File: config.mk
export PLATFORM = sky130hd
export DESIGN_NAME = wu_decode_flat
export DESIGN_NICKNAME = d
export VERILOG_FILES = /design/src/rtl/wu_decode_if.sv /design/src/rtl/wu_decode.sv /design/src/flat_wrapper.sv
export SDC_FILE = /design/constraint.sdc
export NUM_CORES = 2
export LEC_CHECK = 0
export ABC_AREA = 0
export CORE_ASPECT_RATIO = 0.6
export CORE_MARGIN = 5
export CORE_UTILIZATION = 35
export CTS_CLUSTER_SIZE = 14
export DETAILED_ROUTE_END_ITERATION = 10
export DONT_BUFFER_PORTS = 1
export MAX_ROUTING_LAYER = met4
export PLACE_DENSITY = 0.52
export SYNTH_ARGS = -nofsm -noshare
export SYNTH_HDL_FRONTEND = slang
export SYNTH_SLANG_ARGS = --single-unit
File: constraint.sdc
create_clock -name clk -period 12.85 [get_ports clk]
set_clock_uncertainty 0.2 [all_clocks]
set_input_delay 2.57 -clock clk [delete_from_list [all_inputs] [get_ports clk]]
set_output_delay 2.57 -clock clk [all_outputs]
set_load 0.01 [all_outputs]
File: src/rtl/wu_decode_if.sv
// rtl/wu_decode_if.sv - option line stream in, decoded descriptor beat stream out
interface wu_decode_if #(
    parameter int OPT_PER_INST = 3,
    parameter int OPT_TYPE_W   = 4,
    parameter int OPT_VALUE_W  = 16
);
    localparam int NTYPES = 1 << OPT_TYPE_W;

    logic                              wum__wud__valid;
    logic [1:0]                        wum__wud__icntl;
    logic [1:0]                        wum__wud__dcntl;
    logic [OPT_PER_INST*OPT_TYPE_W-1:0]  wum__wud__option_type;
    logic [OPT_PER_INST*OPT_VALUE_W-1:0] wum__wud__option_value;

    logic                              wud__odc__valid;
    logic                              odc__wud__ready;
    logic [1:0]                        wud__odc__cntl;
    logic [NTYPES-1:0]                 wud__odc__opt_bitmap;
    logic [NTYPES*OPT_VALUE_W-1:0]     wud__odc__opt_values;

    // Upstream line source plus downstream consumer
    modport master (
        output wum__wud__valid, wum__wud__icntl, wum__wud__dcntl,
               wum__wud__option_type, wum__wud__option_value,
        output odc__wud__ready,
        input  wud__odc__valid, wud__odc__cntl, wud__odc__opt_bitmap, wud__odc__opt_values
    );

    // Decode stage
    modport slave (
        input  wum__wud__valid, wum__wud__icntl, wum__wud__dcntl,
               wum__wud__option_type, wum__wud__option_value,
        input  odc__wud__ready,
        output wud__odc__valid, wud__odc__cntl, wud__odc__opt_bitmap, wud__odc__opt_values
    );
endinterface

File: src/rtl/wu_decode.sv
// rtl/wu_decode.sv - WU option decode into per-descriptor table, 4-entry beat FIFO; optional checker macro WU_DECODE_ERR_CHECK_EN
module wu_decode #(
    parameter int OPT_PER_INST = 3,
    parameter int OPT_TYPE_W   = 4,
    parameter int OPT_VALUE_W  = 16,
    parameter int FIFO_DEPTH   = 4
) (
    input  logic      clk,
    input  logic      reset_poweron,
    wu_decode_if.slave bus,
    output logic      xxx__wuf__stall,
    output logic      wud__mcntl__idle,
    output logic      wud__mcntl__err
);
    localparam int NTYPES = 1 << OPT_TYPE_W;
    localparam int TBL_W  = NTYPES * OPT_VALUE_W;
    localparam int PTR_W  = (FIFO_DEPTH > 1) ? $clog2(FIFO_DEPTH) : 1;
    localparam int CNT_W  = $clog2(FIFO_DEPTH) + 1;

    typedef enum logic {IDLE, DESC} state_t;

    typedef struct packed {
        logic [1:0]        cntl;
        logic [NTYPES-1:0] bitmap;
        logic [TBL_W-1:0]  values;
    } beat_t;

    state_t                state;
    logic [NTYPES-1:0]     bitmap_q;
    logic [NTYPES-1:0]     line_bitmap;
    logic [TBL_W-1:0]      table_q;
    logic [TBL_W-1:0]      line_table;
    logic [OPT_TYPE_W-1:0] slot_type;
    logic                  inst_first;
    logic                  inst_open;

    beat_t                 fifo_mem [FIFO_DEPTH];
    beat_t                 head;
    beat_t                 push_beat;
    logic [PTR_W-1:0]      wr_ptr;
    logic [PTR_W-1:0]      rd_ptr;
    logic [CNT_W-1:0]      count;

    logic in_valid, desc_start, desc_end, inst_start, inst_end;
    logic full, pop, push_ok;

    assign in_valid   = bus.wum__wud__valid;
    assign desc_start = in_valid & bus.wum__wud__dcntl[1];
    assign desc_end   = in_valid & bus.wum__wud__dcntl[0];
    assign inst_start = in_valid & bus.wum__wud__icntl[1];
    assign inst_end   = in_valid & bus.wum__wud__icntl[0];

    function automatic logic [PTR_W-1:0] ptr_inc(input logic [PTR_W-1:0] p);
        return (p == PTR_W'(FIFO_DEPTH - 1)) ? '0 : p + 1'b1;
    endfunction

    // Merge this line's option slots into the table; higher slots overwrite lower ones
    always_comb begin
        line_bitmap = desc_start ? '0 : bitmap_q;
        line_table  = table_q;
        slot_type   = '0;
        for (int s = 0; s < OPT_PER_INST; s++) begin
            slot_type = bus.wum__wud__option_type[s*OPT_TYPE_W +: OPT_TYPE_W];
            if (in_valid && slot_type != '0) begin
                line_table[int'(slot_type)*OPT_VALUE_W +: OPT_VALUE_W] =
                    bus.wum__wud__option_value[s*OPT_VALUE_W +: OPT_VALUE_W];
                line_bitmap[slot_type] = 1'b1;
            end
        end
    end

    // The emitted beat includes the end line's own options
    assign push_beat = '{cntl:   {inst_first | inst_start, inst_end},
                         bitmap: line_bitmap,
                         values: line_table};

    // Descriptor FSM with option table and instruction tracking
    always_ff @(posedge clk) begin
        if (reset_poweron) begin
            state      <= IDLE;
            bitmap_q   <= '0;
            table_q    <= '0;
            inst_first <= 1'b0;
            inst_open  <= 1'b0;
        end else if (in_valid) begin
            bitmap_q <= line_bitmap;
            table_q  <= line_table;
            case (state)
                IDLE:    if (desc_start && !desc_end) state <= DESC;
                DESC:    if (desc_end) state <= IDLE;
                default: state <= IDLE;
            endcase
            if (desc_end)
                inst_first <= 1'b0;
            else if (inst_start)
                inst_first <= 1'b1;
            if (inst_end)
                inst_open <= 1'b0;
            else if (inst_start)
                inst_open <= 1'b1;
        end
    end

    assign full    = (count == CNT_W'(FIFO_DEPTH));
    assign pop     = (count != '0) && bus.odc__wud__ready;
    // When full, a same-cycle pop frees the slot the write pointer aims at
    assign push_ok = desc_end && (!full || pop);

    // Output FIFO storage, pointers and occupancy
    always_ff @(posedge clk) begin
        if (reset_poweron) begin
            wr_ptr <= '0;
            rd_ptr <= '0;
            count  <= '0;
            for (int i = 0; i < FIFO_DEPTH; i++)
                fifo_mem[i] <= '0;
        end else begin
            if (push_ok) begin
                fifo_mem[wr_ptr] <= push_beat;
                wr_ptr           <= ptr_inc(wr_ptr);
            end
            if (pop)
                rd_ptr <= ptr_inc(rd_ptr);
            count <= count + CNT_W'(push_ok) - CNT_W'(pop);
        end
    end

    assign head                     = fifo_mem[rd_ptr];
    assign bus.wud__odc__valid      = (count != '0);
    assign bus.wud__odc__cntl       = head.cntl;
    assign bus.wud__odc__opt_bitmap = head.bitmap;
    assign bus.wud__odc__opt_values = head.values;

    // Two lines may still be in flight from wu_memory after stall rises
    assign xxx__wuf__stall  = (count >= CNT_W'(FIFO_DEPTH - 2));
    assign wud__mcntl__idle = (count == '0) && (state == IDLE) && !inst_open;

`ifdef WU_DECODE_ERR_CHECK_EN
    logic err_q;
    logic overflow;
    logic proto_err;

    assign overflow  = desc_end && full && !pop;
    assign proto_err = in_valid && ((desc_start && state == DESC) ||
                                    (!bus.wum__wud__dcntl[1] && state == IDLE) ||
                                    (inst_start && inst_open));

    // Sticky protocol error flag
    always_ff @(posedge clk) begin
        if (reset_poweron)
            err_q <= 1'b0;
        else if (overflow || proto_err)
            err_q <= 1'b1;
    end

    assign wud__mcntl__err = err_q;
`else
    assign wud__mcntl__err = 1'b0;
`endif

endmodule

File: src/flat_wrapper.sv
// flat-port wrapper written by rule: the top's interface ports become plain ports
module wu_decode_flat 
#(
    parameter int OPT_PER_INST = 3,
    parameter int OPT_TYPE_W   = 4,
    parameter int OPT_VALUE_W  = 16,
    parameter int FIFO_DEPTH   = 4
)
  (clk, reset_poweron, xxx__wuf__stall, wud__mcntl__idle, wud__mcntl__err, bus_wum__wud__valid, bus_wum__wud__icntl, bus_wum__wud__dcntl, bus_wum__wud__option_type, bus_wum__wud__option_value, bus_odc__wud__ready, bus_wud__odc__valid, bus_wud__odc__cntl, bus_wud__odc__opt_bitmap, bus_wud__odc__opt_values);
  wu_decode_if #(.OPT_PER_INST(OPT_PER_INST), .OPT_TYPE_W(OPT_TYPE_W), .OPT_VALUE_W(OPT_VALUE_W)) bus_i ();
  input  logic clk;
  input  logic reset_poweron;
  output logic xxx__wuf__stall;
  output logic wud__mcntl__idle;
  output logic wud__mcntl__err;
  input wire logic [$bits(bus_i.wum__wud__valid)-1:0] bus_wum__wud__valid;
  input wire logic [$bits(bus_i.wum__wud__icntl)-1:0] bus_wum__wud__icntl;
  input wire logic [$bits(bus_i.wum__wud__dcntl)-1:0] bus_wum__wud__dcntl;
  input wire logic [$bits(bus_i.wum__wud__option_type)-1:0] bus_wum__wud__option_type;
  input wire logic [$bits(bus_i.wum__wud__option_value)-1:0] bus_wum__wud__option_value;
  input wire logic [$bits(bus_i.odc__wud__ready)-1:0] bus_odc__wud__ready;
  output wire logic [$bits(bus_i.wud__odc__valid)-1:0] bus_wud__odc__valid;
  output wire logic [$bits(bus_i.wud__odc__cntl)-1:0] bus_wud__odc__cntl;
  output wire logic [$bits(bus_i.wud__odc__opt_bitmap)-1:0] bus_wud__odc__opt_bitmap;
  output wire logic [$bits(bus_i.wud__odc__opt_values)-1:0] bus_wud__odc__opt_values;
  assign bus_i.wum__wud__valid = bus_wum__wud__valid;
  assign bus_i.wum__wud__icntl = bus_wum__wud__icntl;
  assign bus_i.wum__wud__dcntl = bus_wum__wud__dcntl;
  assign bus_i.wum__wud__option_type = bus_wum__wud__option_type;
  assign bus_i.wum__wud__option_value = bus_wum__wud__option_value;
  assign bus_i.odc__wud__ready = bus_odc__wud__ready;
  assign bus_wud__odc__valid = bus_i.wud__odc__valid;
  assign bus_wud__odc__cntl = bus_i.wud__odc__cntl;
  assign bus_wud__odc__opt_bitmap = bus_i.wud__odc__opt_bitmap;
  assign bus_wud__odc__opt_values = bus_i.wud__odc__opt_values;
  wu_decode #(.OPT_PER_INST(OPT_PER_INST), .OPT_TYPE_W(OPT_TYPE_W), .OPT_VALUE_W(OPT_VALUE_W), .FIFO_DEPTH(FIFO_DEPTH)) u_core (.clk(clk), .reset_poweron(reset_poweron), .bus(bus_i), .xxx__wuf__stall(xxx__wuf__stall), .wud__mcntl__idle(wud__mcntl__idle), .wud__mcntl__err(wud__mcntl__err));
endmodule
# Yosys cells after proc, flatten, opt, wreduce, memory -nomap -nowiden
# Memory sizes are Yosys's and may differ from the RTL's. A register that Yosys moved wholly into a read port is not among the register bits.
# Index checks and enable logic that the tools add are counted.
word_totals:
  reg_bits: 282
  latch_bits: 0
  ram_bits: 1096
  mem_bits_ro: 0
  input_bits: 68
  output_inout_bits: 278
  elab_cells: 100
  mem_count: 1
mem_list:
  columns: ["memory", "depth", "word_bits", "rd", "rd_ports_with_merged_regs", "write_ports", "line_no", "text"]
  rows:
  - ["u_core.fifo_mem", 4, 274, 1, 1, 4, "wu_decode.sv:37", "beat_t fifo_mem [FIFO_DEPTH];"]
classes:
  addsub: 7
  multipliers: 0
  div_mod_pow: 0
  order_cmp: 7
  eq_ne: 3
  shift: 6
  muxes: 34
  n_bitwise: 9
  n_reduce_logical: 25
ops:
  columns: ["op", "n"]
  rows:
  - ["256-bit bitwise mux", 3]
  - ["256-bit 2-to-1 mux", 3]
  - ["16-bit by 33-bit variable shift with 256-bit output, first input constant", 3]
  - ["16-bit by 33-bit variable part select with 256-bit output", 3]
  - ["274-bit 2-to-1 mux", 1]
  - ["274-bit OR reduction", 1]
  - ["8-bit negator with 33-bit output", 3]
  - ["16-bit 2-to-1 mux", 4]
  - ["16-bit bitwise OR", 3]
  - ["4-bit by 5-bit < comparator with 1-bit output, second input constant", 3]
  - ["1-bit 2-to-1 mux", 14]
  - ["1-bit demux with 4-bit select", 3]
  - ["4-bit by 1-bit greater-or-equal comparator with 1-bit output, second input constant", 3]
  - ["4-bit nonzero test", 3]
  - ["1-bit logical AND", 11]
  - ["2-bit 2-to-1 mux", 5]
  - ["2-bit by 1-bit adder with 2-bit output, second input constant", 2]
  - ["1-bit bitwise AND", 4]
  - ["2-bit equality test, second input constant", 2]
  - ["2-bit AND reduction", 2]
  - ["2-bit nonzero test", 2]
  - ["3-bit by 1-bit adder with 3-bit output", 1]
  - ["3-bit equality test, second input constant", 1]
  - ["3-bit by 2-bit greater-or-equal comparator with 1-bit output, second input constant", 1]
  - ["8 further kinds", 10]

# Longest topological paths before layout
logic_depth:
  word_depth: 11
  ltp_mapped: 13
  mapped_depth_nobuf: 11

# Least setup slack after synthesis
# OpenSTA, ideal clock, no wires.
synth_path:
  path_type: "input to register"
  from: "in reset_poweron"
  to: "mem u_core.fifo_mem[0][0] (netlist bit), enable pin"
  setup_time_ps: 685
  arrival_time_ps: 9919
  slack_ps: 2046
  path_stages: 6
  n_path_buf: 3
  path_cell_list: "clkbuf_1 or3_1 buf_2 or3_1 clkbuf_1 nand2b_1"
synth_rtl:
  columns: ["element", "line_no", "text"]
  rows:
  - ["start: declaration", "flat_wrapper.sv:12", "input logic reset_poweron;"]
  - ["end: declaration", "wu_decode.sv:37", null]

==> parameters.txt <==
Parameter                              Value

Critical path
  Required time reported for the critical path endpoint    10.08 ns
  CP max-delay cell    sky130_fd_sc_hd__dfxtp_4
  Maximum net fanout on the critical path    56
  Category of the worst setup path capture point    output pin
  Critical Setup Path Class    reg2out
  Arrival @ worst endpoint    ~4.0 ns
  Delay of the slowest cell on the worst path    0.90 ns
  CP dominant cell by count    sky130_fd_sc_hd__buf_4
  CP Cell Sequence    buf_4 > buf_4 > mux4_2
  Worst setup SP type    flip-flop

Timing
  Achievable frequency    148 MHz
  Final period util    52.7%
  RSZ-0062 raised after global routing    no
  Fin crit period    about 6.8 ns
  Normalized max-slew margin    3.57%
  Final count of hold timing violations    0
  Minimum setup slack in the final design    slightly above 6 ns
  Final setup vio count    0
  Transition time at the pin with the least slew margin    1.44 ns
  Final-layout setup total negative slack    0 ns
  Final-report max-slew violation count    0

Floorplan
  Die area    184000 µm²
  Die Y-Extent    between 300 and 400 µm
  Boundary Pins    ~350
  Starting utilization of the core area    35.1%
  Cell row count    around 120
  Horizontal die dimension    between 500 and 600 µm
  Core region area    175000 µm²

Global routing
  Wire length of the first global-routing pass    slightly above 300 mm
  Maximum number of pins on one net before global-route repair    289
  Total routing usage reported by global routing    between 20% and 30%
  Number of global-route vias before repair    39.2k
  Initial antenna violation count    7
  Grt ovf    0

Detailed routing
  Post-route antenna net violation count    0
  Drt first pass iters    6
  Post-route DRC violation count    0
  Final WL    about 220 mm
  Detailed-route via count    roughly 42k
  Detailed-route vias per instance    5.73
  Average wire per cell in the routed design    30.2 µm
  Detailed router's first-iteration violation count    5830

CTS
  Library cell used as clock root buffer    sky130_fd_sc_hd__clkbuf_16
  Clock transition at path regs    approximately 0.06 ns
  Post-cts hold buffer count    0
  Deepest level of the CTS H-tree    4
  Setup Fix Bufs, Post-CTS    0
  Maximum buffer depth of the clock tree    4
  Post-cts gate resize count    0
  Cts bufs inserted    approximately 140
  Clock sink count    1380
  Worst-skew pair later-pin latency    0.80 ns
  Clock tree from TritonCTS    done

Run status
  Result of the run    finished clean

Place
  Routability Congestion    0.957
  Cell total after placement    approximately 7k
  Quantity of I/O buffers inserted on ports    0
  Area of placed instances    ~64000 µm²
  Place WS    about 5.7 ns
  Final HPWL DP    138 mm

Power
  Total net switching power    2.97 mW
  Internal power consumption    7.93 mW
  Sequential group share of total power    46.7%
  LEAKAGE    22.9 nW
  Power per unit of standard cell area    160 nW/µm²
  Clock share of power    a little under two fifths
  Part of the power in combinational logic    15.3%
  Sw frac    27.3%
  Largest voltage drop on the vdd net    roughly 110 µV

Yosys
  Mean instance size in the synthesized netlist    ~12 µm²
  Cell count after synthesis    4981
  Yosys synthesis warning count    0
  Number of flip-flops and latches in the synthesized netlist    1380
  Post-synth design cell area    61400 µm²
  Post-synth top flop    sky130_fd_sc_hd__edfxtp_1
  Net count of the mapped netlist    about 5k
  Fraction of synthesized cell area taken by the top area cell type    53.6%
  Top area cells in the synthesized netlist    sky130_fd_sc_hd__edfxtp_1 (54%), sky130_fd_sc_hd__mux4_2 (10%), sky130_fd_sc_hd__dfxtp_1 (9.3%)
  Fraction of synthesis flops using an asynchronous set or reset pin    0%
  Cell type contributing the most total cell area after synthesis    sky130_fd_sc_hd__edfxtp_1
  Most frequent cell after synthesis    sky130_fd_sc_hd__nor2_1
  Yosys cell types    88
  Number of enable-type register cells in the synthesized netlist    roughly 1.1k
  Commonest cells post-synth    sky130_fd_sc_hd__nor2_1 (1397), sky130_fd_sc_hd__edfxtp_1 (1096), sky130_fd_sc_hd__clkbuf_1 (304)
  Register area share after synthesis    62.9%

Final layout
  Area growth from synthesis to final layout    10.9%
  Number of standard cells in the final layout excluding fillers    ~7.3k
  Fraction of layout cells with a size suffix above 1    13.1%
  Fillers    16.6k
  Combined flip-flop and latch cell area    approximately 39000 µm²
  Cell area after layout    between 60000 and 70000 µm²
  Area taken by multi-input logic gates    21200 µm²
  Layout Nets    4887

Worst hold path
  Hold/Removal Path Class    reg2reg

Job
  Max cap viols    0
## final timing paths
kind	cells past startpoint	from	to	slack, ns
worst min register to register	2	u_core.rd_ptr[1]	flip-flop	0.27
worst max-delay path	3	flip-flop	bus_wud__odc__opt_values[177]	6.08
worst min-delay path	2	u_core.rd_ptr[1]	flip-flop	0.27
worst max register to register	9	u_core.count[1]	u_core.fifo_mem[2][110]	8.12
## placed cells by master (no fill, tap or decap), types with 12 or more instances in the layout
master	n
sky130_fd_sc_hd__clkbuf_16	148
sky130_fd_sc_hd__mux2i_1	115
sky130_fd_sc_hd__nor2b_1	28
sky130_fd_sc_hd__a221oi_1	18
sky130_fd_sc_hd__nand4_1	21
sky130_fd_sc_hd__o22ai_1	18
sky130_fd_sc_hd__a211o_1	19
sky130_fd_sc_hd__edfxtp_1	1096
sky130_fd_sc_hd__ha_1	20
sky130_fd_sc_hd__mux4_2	274
sky130_fd_sc_hd__a311oi_1	16
sky130_fd_sc_hd__clkinv_1	21
sky130_fd_sc_hd__inv_1	20
sky130_fd_sc_hd__a31oi_1	28
sky130_fd_sc_hd__o21ai_0	101
sky130_fd_sc_hd__nor3_1	80
sky130_fd_sc_hd__nand2_1	290
sky130_fd_sc_hd__a32oi_1	12
sky130_fd_sc_hd__a21oi_1	164
sky130_fd_sc_hd__dfxtp_1	282
sky130_fd_sc_hd__buf_4	83
sky130_fd_sc_hd__clkbuf_1	42
sky130_fd_sc_hd__nor2_1	1396
sky130_fd_sc_hd__a211oi_1	70
sky130_fd_sc_hd__a311o_1	13
sky130_fd_sc_hd__and3_1	45
sky130_fd_sc_hd__o21ai_1	24
sky130_fd_sc_hd__a22oi_1	50
sky130_fd_sc_hd__nand3_1	96
sky130_fd_sc_hd__and2_1	55
sky130_fd_sc_hd__o211ai_1	17
## power groups by stage
| stage | Sequential (mW) | Combinational [mW] | Clock, mW |
|---|---|---|---|
| final | 5.09 | 1.66 | 4.15 |
| after floorplan | 5.20 | 1.17 | 0 |
| after CTS | 5.09 | 1.72 | 4.21 |
| after global routing | 5.10 | 1.78 | 4.40 |
| after global placement | 5.18 | 1.71 | 0 |
| after detailed placement | 5.18 | 1.71 | 0 |
## worst max-delay path: cells and delay by family, from the launching register on
kind	cells	cell delay [ns]
buffers and inverters	2	1.59
DFF	1	0.90
muxes	1	0.52
## flip-flops by register name (all words and copies together) (netlist names), named ones only
signal             count
u_core.bitmap_q       16
u_core.count           3
u_core.fifo_mem     1096
u_core.inst_first      1
u_core.inst_open       1
u_core.rd_ptr          2
u_core.state           1
u_core.table_q       256
u_core.wr_ptr          2
## cell type report
cell class                 count  share of cell area [%]
multi-input combinational   3160                    31.1
timing repair buffer          92                    1.18
antenna                        5                  0.0184
inverter                      20                   0.110
sequential                  1380                    56.7
clock buffer                 199                    5.85
clock inverter                50                   0.759
tap                         2359                    4.33
## logic make-up after synthesis
group / share of synthesized area (%)
and+or+nand+nor: 14.4
muxes: 12.0
AOI/OAI and AO/OA: 7.24
buffers and inverters: 2.92
xor gates and xnor gates: 0.149
other: 0.00611
DFF: 62.9
adders and majority gates: 0.440
## metal layers
layer / wire (µm) / vias to the layer above / track usage (%)
li1: - / 17800 / -
met1: 93000 / 21300 / 33.2
met2: 97800 / 2097 / 34.5
met3: 22500 / 362 / 6.36
met4: 6230 / 0 / 6.30
met5: 0 / - / -
## metrics by stage
step	hold slack (ns)	total power, mW	utilization (%)
2_1_floorplan	0.253	6.37	-
3_3_place_gp	0.253	6.89	36.4
3_5_place_dp	0.264	6.90	36.4
4_1_cts	0.275	11.0	38.9
5_1_grt	0.297	11.3	38.9
6_report	0.269	10.9	38.9
Note: power is estimated with default switching activity, not from simulation.
